[src/rtl/approx_mult_pipe_wl_if.sv]
// Operand/result channel of the approximate multiplier pipeline.
//   in_valid/in_ready : operand transfer handshake
//   x, y, approx      : operands and mode bit, sampled together
//   out_valid/out_ready : result transfer handshake
//   z, err_out        : product and its error distance from the exact product
// slave  = multiplier side, master = producer/consumer side.
interface approx_mult_pipe_wl_if #(
    parameter int W = 8
);
    logic           in_valid;
    logic           in_ready;
    logic [W-1:0]   x;
    logic [W-1:0]   y;
    logic           approx;
    logic           out_valid;
    logic           out_ready;
    logic [2*W-1:0] z;
    logic [2*W-1:0] err_out;

    modport slave (
        input  in_valid, x, y, approx, out_ready,
        output in_ready, out_valid, z, err_out
    );

    modport master (
        output in_valid, x, y, approx, out_ready,
        input  in_ready, out_valid, z, err_out
    );
endinterface

[src/rtl/approx_mult_pipe_wl.sv]
// Three-stage pipelined unsigned WxW multiplier with a runtime exact/approximate mode.
// In approximate mode rows x[W-1:L] are multiplied exactly; the low L rows are
// handled in pairs whose partial products are OR-merged, keeping only columns
// W-1 and above, and the pair vectors are then added as compensation.
// Ports:
//   clk, rst_n  : clock, asynchronous active-low reset
//   io          : operand/result handshake channel (slave modport)
//   clr_stats   : synchronous clear of max_err and approx_cnt
//   max_err     : largest err_out accepted downstream since reset/clear
//   approx_cnt  : accepted approximate results, saturating
module approx_mult_pipe_wl #(
    parameter int W   = 8,
    parameter int L   = 4,
    parameter int MON = 1
) (
    input  logic                 clk,
    input  logic                 rst_n,
    approx_mult_pipe_wl_if.slave io,
    input  logic                 clr_stats,
    output logic [2*W-1:0]       max_err,
    output logic [15:0]          approx_cnt
);
    localparam int PW = 2 * W;

    // Partial-product bit of row i in column c; zero outside the row's span.
    function automatic logic pp(input logic [W-1:0] xv, input logic [W-1:0] yv,
                                input int i, input int c);
        logic [W-1:0] xs;
        logic [W-1:0] ys;
        logic         r;
        xs = xv >> i;
        ys = yv >> (c - i);
        if ((c >= i) && ((c - i) < W)) begin
            r = xs[0] & ys[0];
        end else begin
            r = 1'b0;
        end
        return r;
    endfunction

    // Exact contribution of the upper rows x[W-1:L].
    function automatic logic [PW-1:0] high_term(input logic [W-1:0] xv, input logic [W-1:0] yv);
        logic [PW-1:0] xh;
        xh = {{W{1'b0}}, xv} >> L;
        return (xh * {{W{1'b0}}, yv}) << L;
    endfunction

    // OR-merged low-row pairs; columns below W-1 are dropped entirely.
    function automatic logic [PW-1:0] comp_term(input logic [W-1:0] xv, input logic [W-1:0] yv);
        logic [PW-1:0] acc;
        logic [PW-1:0] pair;
        logic          bit_v;
        int            a;
        int            b;
        acc = {PW{1'b0}};
        for (int k = 0; k < L / 2; k++) begin
            a    = 2 * k;
            b    = a + 1;
            pair = {PW{1'b0}};
            for (int c = W - 1; c < PW; c++) begin
                if (c <= W + b) begin
                    bit_v = pp(xv, yv, a, c) | pp(xv, yv, b, c);
                end else begin
                    bit_v = 1'b0;
                end
                pair = pair | ({{(PW-1){1'b0}}, bit_v} << c);
            end
            acc = acc + pair;
        end
        return acc;
    endfunction

    logic          adv_s;
    logic          v1_r, v2_r, v3_r;
    logic          ap1_r, ap2_r, ap3_r;
    logic [W-1:0]  x1_r, y1_r;
    logic [PW-1:0] full_s, h_s, c_s, e_s;
    logic [PW-1:0] h2_r, c2_r, e2_r;
    logic [PW-1:0] zsum_s, err_s;
    logic [PW-1:0] z3_r, err3_r;
    logic [PW-1:0] max_err_r;
    logic [15:0]   approx_cnt_r;

    // Global stall: every stage moves only when the output slot can drain.
    assign adv_s       = ~v3_r | io.out_ready;
    assign io.in_ready = adv_s;
    assign io.out_valid = v3_r;
    assign io.z         = z3_r;
    assign io.err_out   = err3_r;
    assign max_err      = max_err_r;
    assign approx_cnt   = approx_cnt_r;

    assign full_s = {{W{1'b0}}, x1_r} * {{W{1'b0}}, y1_r};

    // Stage-2 terms: exact mode folds the whole product into H.
    always_comb begin
        h_s = {PW{1'b0}};
        c_s = {PW{1'b0}};
        e_s = {PW{1'b0}};
        if (ap1_r) begin
            h_s = high_term(x1_r, y1_r);
            c_s = comp_term(x1_r, y1_r);
        end else begin
            h_s = full_s;
            c_s = {PW{1'b0}};
        end
        if (MON != 0) begin
            e_s = full_s;
        end else begin
            e_s = {PW{1'b0}};
        end
    end

    // Stage-3 result and its error distance (z never exceeds the exact product).
    always_comb begin
        zsum_s = h2_r + c2_r;
        err_s  = {PW{1'b0}};
        if (MON != 0) begin
            err_s = e2_r - zsum_s;
        end else begin
            err_s = {PW{1'b0}};
        end
    end

    // Pipeline registers; the approx bit travels with its operands.
    always_ff @(posedge clk or negedge rst_n) begin
        if (!rst_n) begin
            v1_r   <= 1'b0;
            v2_r   <= 1'b0;
            v3_r   <= 1'b0;
            ap1_r  <= 1'b0;
            ap2_r  <= 1'b0;
            ap3_r  <= 1'b0;
            x1_r   <= {W{1'b0}};
            y1_r   <= {W{1'b0}};
            h2_r   <= {PW{1'b0}};
            c2_r   <= {PW{1'b0}};
            e2_r   <= {PW{1'b0}};
            z3_r   <= {PW{1'b0}};
            err3_r <= {PW{1'b0}};
        end else if (adv_s) begin
            v1_r   <= io.in_valid;
            ap1_r  <= io.approx;
            x1_r   <= io.x;
            y1_r   <= io.y;
            v2_r   <= v1_r;
            ap2_r  <= ap1_r;
            h2_r   <= h_s;
            c2_r   <= c_s;
            e2_r   <= e_s;
            v3_r   <= v2_r;
            ap3_r  <= ap2_r;
            z3_r   <= zsum_s;
            err3_r <= err_s;
        end
    end

    // Statistics on accepted results; a clear in the same cycle suppresses the update.
    always_ff @(posedge clk or negedge rst_n) begin
        if (!rst_n) begin
            max_err_r    <= {PW{1'b0}};
            approx_cnt_r <= 16'h0000;
        end else if (clr_stats) begin
            max_err_r    <= {PW{1'b0}};
            approx_cnt_r <= 16'h0000;
        end else if (v3_r && io.out_ready) begin
            if (ap3_r && (approx_cnt_r != 16'hFFFF)) begin
                approx_cnt_r <= approx_cnt_r + 16'h0001;
            end
            if (err3_r > max_err_r) begin
                max_err_r <= err3_r;
            end
        end
    end
endmodule

[src/flat_wrapper.sv]
// flat-port wrapper written by rule: the top's interface ports become plain ports
module approx_mult_pipe_wl_flat 
#(
    parameter int W   = 8,
    parameter int L   = 4,
    parameter int MON = 1
)
  (clk, rst_n, clr_stats, max_err, approx_cnt, io_in_valid, io_x, io_y, io_approx, io_out_ready, io_in_ready, io_out_valid, io_z, io_err_out);
  approx_mult_pipe_wl_if #(.W(W)) io_i ();
  input  logic clk;
  input  logic rst_n;
  input  logic clr_stats;
  output logic [2*W-1:0] max_err;
  output logic [15:0] approx_cnt;
  input wire logic [$bits(io_i.in_valid)-1:0] io_in_valid;
  input wire logic [$bits(io_i.x)-1:0] io_x;
  input wire logic [$bits(io_i.y)-1:0] io_y;
  input wire logic [$bits(io_i.approx)-1:0] io_approx;
  input wire logic [$bits(io_i.out_ready)-1:0] io_out_ready;
  output wire logic [$bits(io_i.in_ready)-1:0] io_in_ready;
  output wire logic [$bits(io_i.out_valid)-1:0] io_out_valid;
  output wire logic [$bits(io_i.z)-1:0] io_z;
  output wire logic [$bits(io_i.err_out)-1:0] io_err_out;
  assign io_i.in_valid = io_in_valid;
  assign io_i.x = io_x;
  assign io_i.y = io_y;
  assign io_i.approx = io_approx;
  assign io_i.out_ready = io_out_ready;
  assign io_in_ready = io_i.in_ready;
  assign io_out_valid = io_i.out_valid;
  assign io_z = io_i.z;
  assign io_err_out = io_i.err_out;
  approx_mult_pipe_wl #(.W(W), .L(L), .MON(MON)) u_core (.clk(clk), .rst_n(rst_n), .io(io_i), .clr_stats(clr_stats), .max_err(max_err), .approx_cnt(approx_cnt));
endmodule
[config.mk]
export PLATFORM = sky130hd
export DESIGN_NAME = approx_mult_pipe_wl_flat
export DESIGN_NICKNAME = d
export VERILOG_FILES = /design/src/rtl/approx_mult_pipe_wl_if.sv /design/src/rtl/approx_mult_pipe_wl.sv /design/src/flat_wrapper.sv
export SDC_FILE = /design/constraint.sdc
export NUM_CORES = 1
export LEC_CHECK = 0
export CORE_MARGIN = 2
export CORE_UTILIZATION = 61
export DETAILED_ROUTE_END_ITERATION = 6
export PLACE_DENSITY_LB_ADDON = 0.15
export SLEW_MARGIN = 0
export SYNTH_ARGS = -nofsm -noshare
export SYNTH_HDL_FRONTEND = slang
export SYNTH_SLANG_ARGS = --single-unit
[constraint.sdc]
create_clock -name clk -period 11.4 [get_ports clk]
set_input_delay 2.28 -clock clk [delete_from_list [all_inputs] [get_ports clk]]
set_output_delay 2.28 -clock clk [all_outputs]
set_load 0.02 [all_outputs]
---- Word level (Yosys, flattened, before mapping) ----
Cells that the tools add are included.
storage, ports and cells
  register bits after elaboration ......... 134
  input port bits ......................... 22
  output and inout port bits .............. 66
  logic and storage cells ................. 90
operators by class
  bitwise gates (word level) .............. 34
  $lt $le $gt $ge ......................... 1
  equality and inequality tests ........... 1
  mux-type cells .......................... 26
  reduce and logical (&&, ||, !) cells .... 7
  add/subtract/negate cells ............... 4
  multipliers ............................. 2
operators with widths
  operator                 number
  $mux W16                 8
  $add A16 B16 Y16         2
  $or A16 B10 Y16          2
  $or A16 B11 Y16          2
  $or A16 B12 Y16          2
  $or A16 B13 Y16          2
  $or A16 B14 Y16          2
  $or A16 B15 Y16          2
  $or A16 B16 Y16          2
  $mux W1                  18
  $or A8 B9 Y9             2
  $add A16 B1 Y16 const B  1
  $gt A16 B16 Y1           1
  $mul A8 B8 Y16           1
  $ne A16 B16 Y1 const B   1
  $sub A16 B16 Y16         1
  $mul A4 B8 Y12           1
  $and A1 B1 Y1            10
  $or A1 B1 Y1             7
  $reduce_bool A2 Y1       3
  $reduce_and A2 Y1        2
  $logic_and A1 B1 Y1      2
  $not A1 Y1               1

---- Longest topological paths before layout ----
  depth in word-level cells ............... 14
  depth in mapped cells ................... 17
  depth with buffers taken out ............ 17

---- Worst setup path after synthesis ----
No wires, ideal clock.
  path type ............................... input port to output port
  start point ............................. in io_out_ready
  end point ............................... out io_in_ready
  stages on the path ...................... 5
  buffers on the path ..................... 3
  arrival ................................. 3.215 ns
  setup slack ............................. 5.905 ns
  path through ............................ nor2b_1 buf_2 inv_1 clkbuf_1 buf_1
on the way
  word-level cells in the longest chain between the ends .. 1
ends and longest elaborated chain
  item                line                       RTL
  start: declaration  flat_wrapper.sv:19         input wire logic [$bits(io_i.out_ready)-1:0] io_out_ready;
  $or A1 B1 Y1        approx_mult_pipe_wl.sv:85  assign adv_s = ~v3_r | io.out_ready;
  end: declaration    flat_wrapper.sv:20         output wire logic [$bits(io_i.in_ready)-1:0] io_in_ready;
Every way passes these cells.

---- Worst setup path after layout ----
Ends and elaborated chain as after synthesis.

==> impl_results.md <==
* Final Wtd Congestion at a little under 0.9
* CTS root buf: clkbuf_16
* DR DRC count at 0
* Total iterations of the first detailed-routing run at 5
* Post-synth EDFFs at 0
* Worst r2r path cells at 16
* Synth cell types at 66
* Main combinational cell family by area after synthesis: adder cells
* Die Y at about 130 µm
* Max-cap violations at 0
* Yosys warns at 0
* Clk_lat worst skew at approximately 420 ps
* # fillers at 1147
* Worst rel slew slack at 29.7%
* Post-DP HPWL at roughly 15000 µm
* Clock skew at ~8 ps
* Commonest cells after routing, fill and taps aside: nand2_1 (150), dfrtp_1 (123), inv_1 (105)
* Synth Cell Area at between 9000 and 10000 µm²
* Leakage Power at 5.33 nW
* Worst setup margin at roughly 5000 ps
* DIE WIDTH at 129 µm
* Avg Cell Area, Syn at 9.23 µm²
* Grt ovf at 0
* Final Slew Violations at 0
* Nets at about 1300
* Ports at 88
* Commonest non-fill, non-tap cell in the layout: nand2_1
* CTS tree: yes
* Post-Syn Nets at 1195
* Initial antenna violation count at 0
* Mux cell area share after synthesis at 2.12%
* Minimum clock period at 6400 ps
* Critical path data arrival time at approximately 4100 ps
* Vias in the first global route at ~7300
* Worst-margin pin slew at 1050 ps
* Floorplan Core Area at ~15000 µm²
* FMAX at 156 MHz
* Area grow syn2layout at 17.0%
* Post-Synth Simple-Gate Area at 19.5%
* CP required at 9120 ps
* Area leader, netlist: dfrtp_1
* Compound-Gate Fraction of Synth Area at 13.7%
* DP Area at around 10000 µm²
* Hold depth at 1
* Asr flop ratio synth at 100%
* First-pass GRT wire length at between 30000 and 40000 µm
* Initial DRC count at around 440
* Vias per cell at 5.64
* CP Class: in -> out
* RSZ-0062 raised after global routing: false
* Final Power at between 0.003 and 0.004 W
* Final worst path period share at a little under three fifths
* Startpoint types: input port
* Register clock-pin slew on the reported worst setup and hold paths at ~60 ps
* Largest net degree at the start of global routing at 85
* Post-synthesis adder-cell area fraction at between 20 and 25%
* Inserted Diodes at 0
* Worst slack at placement at 5000 ps
* Final setup vio count at 0
* Initial Util at between 60% and 70%
* GR Util All Layers at between 20% and 30%
* CTS Sinks at between 100 and 150
* Vias post-DR at around 7400
* Final ANT Viol Nets at 0
* H-tree depth at 4
* Total CTS buffers at 17
* Number of synthesized register bits at about 120
* Type of the most critical hold path: reg -> reg
* Row Count at 45
* Sum Neg Setup Slack at 0 ps
* PortBufs at between 80 and 90
* Synth top area cells: dfrtp_1 (32%), ha_1 (12%), fa_1 (10%)
* Main synth FF type: dfrtp_1
* Synth Area in XOR/XNOR at between 4 and 5%
* Final Hold Viols at 0
* Post-CTS Setup Inserts at 0
* Final std cells w/o fill at between 1000 and 1500
* Drt total wl at around 21000 µm
* Dpl cells at about 1300
* Sequential fraction of the synthesis area at approximately 32%
* Crit-path max FO at 38
* Layout cells sized above 1 at 5.28%
* Cell Pwr Density at roughly 350 nW/µm²
* CP Capture Type: primary output
* Post-Syn Instances at approximately 1000
* Status: complete, no violations
* Die footprint at approximately 17000 µm²
* Post-route cell area at between 10000 and 15000 µm²
* Number of gates resized after cts at 0
* # hold bufs at CTS at 0
* Longest Clk Path Bufs at 2
* Routed len/inst at approximately 16 µm
* Top cell type's share of synthesized area at approximately a third
* Peak VDD IR at between 0.15 and 0.2 mV
==> cells by family (layout without fill, tap and decap cells) <==
| family | after synthesis | in the layout |
|---|---|---|
| buf+inv | 143 | 229 |
| mux | 20 | 20 |
| fa+ha+maj | 141 | 141 |
| flops | 123 | 123 |
| compound gates | 189 | 189 |
| xor+xnor | 43 | 43 |
| simple gates | 373 | 373 |
==> critical path: stages <==
cell,delay [ps]
clkdlybuf4s50_1,490
nor2b_4,720
inv_2,60
clkdlybuf4s50_1,560
==> cell usage after synthesis, drive strengths merged (22+ instances only) <==
cell	count
nand3	23
o21ai	48
a21oi	52
ha	92
xor2	22
fa	49
inv	106
dfrtp	123
and2	50
nand2	150
nor2	58
clkbuf	23
==> stage by stage <==
stage          util [%]  hold slack [ps]
2_1_floorplan         -              430
3_3_place_gp       69.1              450
3_5_place_dp       69.1              451
4_1_cts            73.3              464
5_1_grt            73.3              488
6_report           73.3              463
==> metal layers <==
layer / wire length, µm / part of all wire (%) / global-route usage, %
met4: 399 / 1.9 / 9.53
met2: 10100 / 49 / 43.6
met3: 715 / 3.5 / 4.28
met1: 9370 / 46 / 35.6
met5: 0 / 0 / 0
==> state kept, by name, summed over array words and instances (netlist names), 5 cells and up <==
register           cells
u_core.approx_cnt     16
u_core.c2_r            5
u_core.e2_r           16
u_core.h2_r           16
u_core.io.err_out     16
u_core.io.z           16
u_core.max_err        16
u_core.x1_r            8
u_core.y1_r            8
==> path summary, 6_finish.rpt <==
path | startpoint | end | slack [ps]
max reg2reg | u_core.x1_r[1] | u_core.h2_r[13] | 6530
max | io_out_ready | io_in_ready | 5000
min reg2reg | u_core.v2_r | u_core.io.out_valid | 460
max in group asynchronous | rst_n | u_core.y1_r[0] | 8200
min in group asynchronous | rst_n | u_core.max_err[13] | 1970
min | u_core.v2_r | u_core.io.out_valid | 460
==> power breakdown <==
group / leakage (nW) / total [W] / switching, W / internal (W)
sequential: 1.55 / 0.000767 / 0.000156 / 0.000610
combinational: 3.48 / 0.00255 / 0.00145 / 0.00110
clock: 0.309 / 0.000583 / 0.000213 / 0.000370
total: 5.33 / 0.00390 / 0.00182 / 0.00208
==> layout make-up <==
| class | instances | area [µm²] | share of cell area (%) |
|---|---|---|---|
| clock buffer | 17 | 425 | 3.82 |
| multi-input combinational | 766 | 5890 | 52.9 |
| clock inverter | 15 | 215 | 1.93 |
| sequential | 123 | 3080 | 27.6 |
| inverter | 106 | 398 | 3.57 |
| timing repair buffer | 91 | 898 | 8.06 |
| tap | 188 | 235 | 2.11 |
Note: power is estimated with default switching activity, not from simulation.
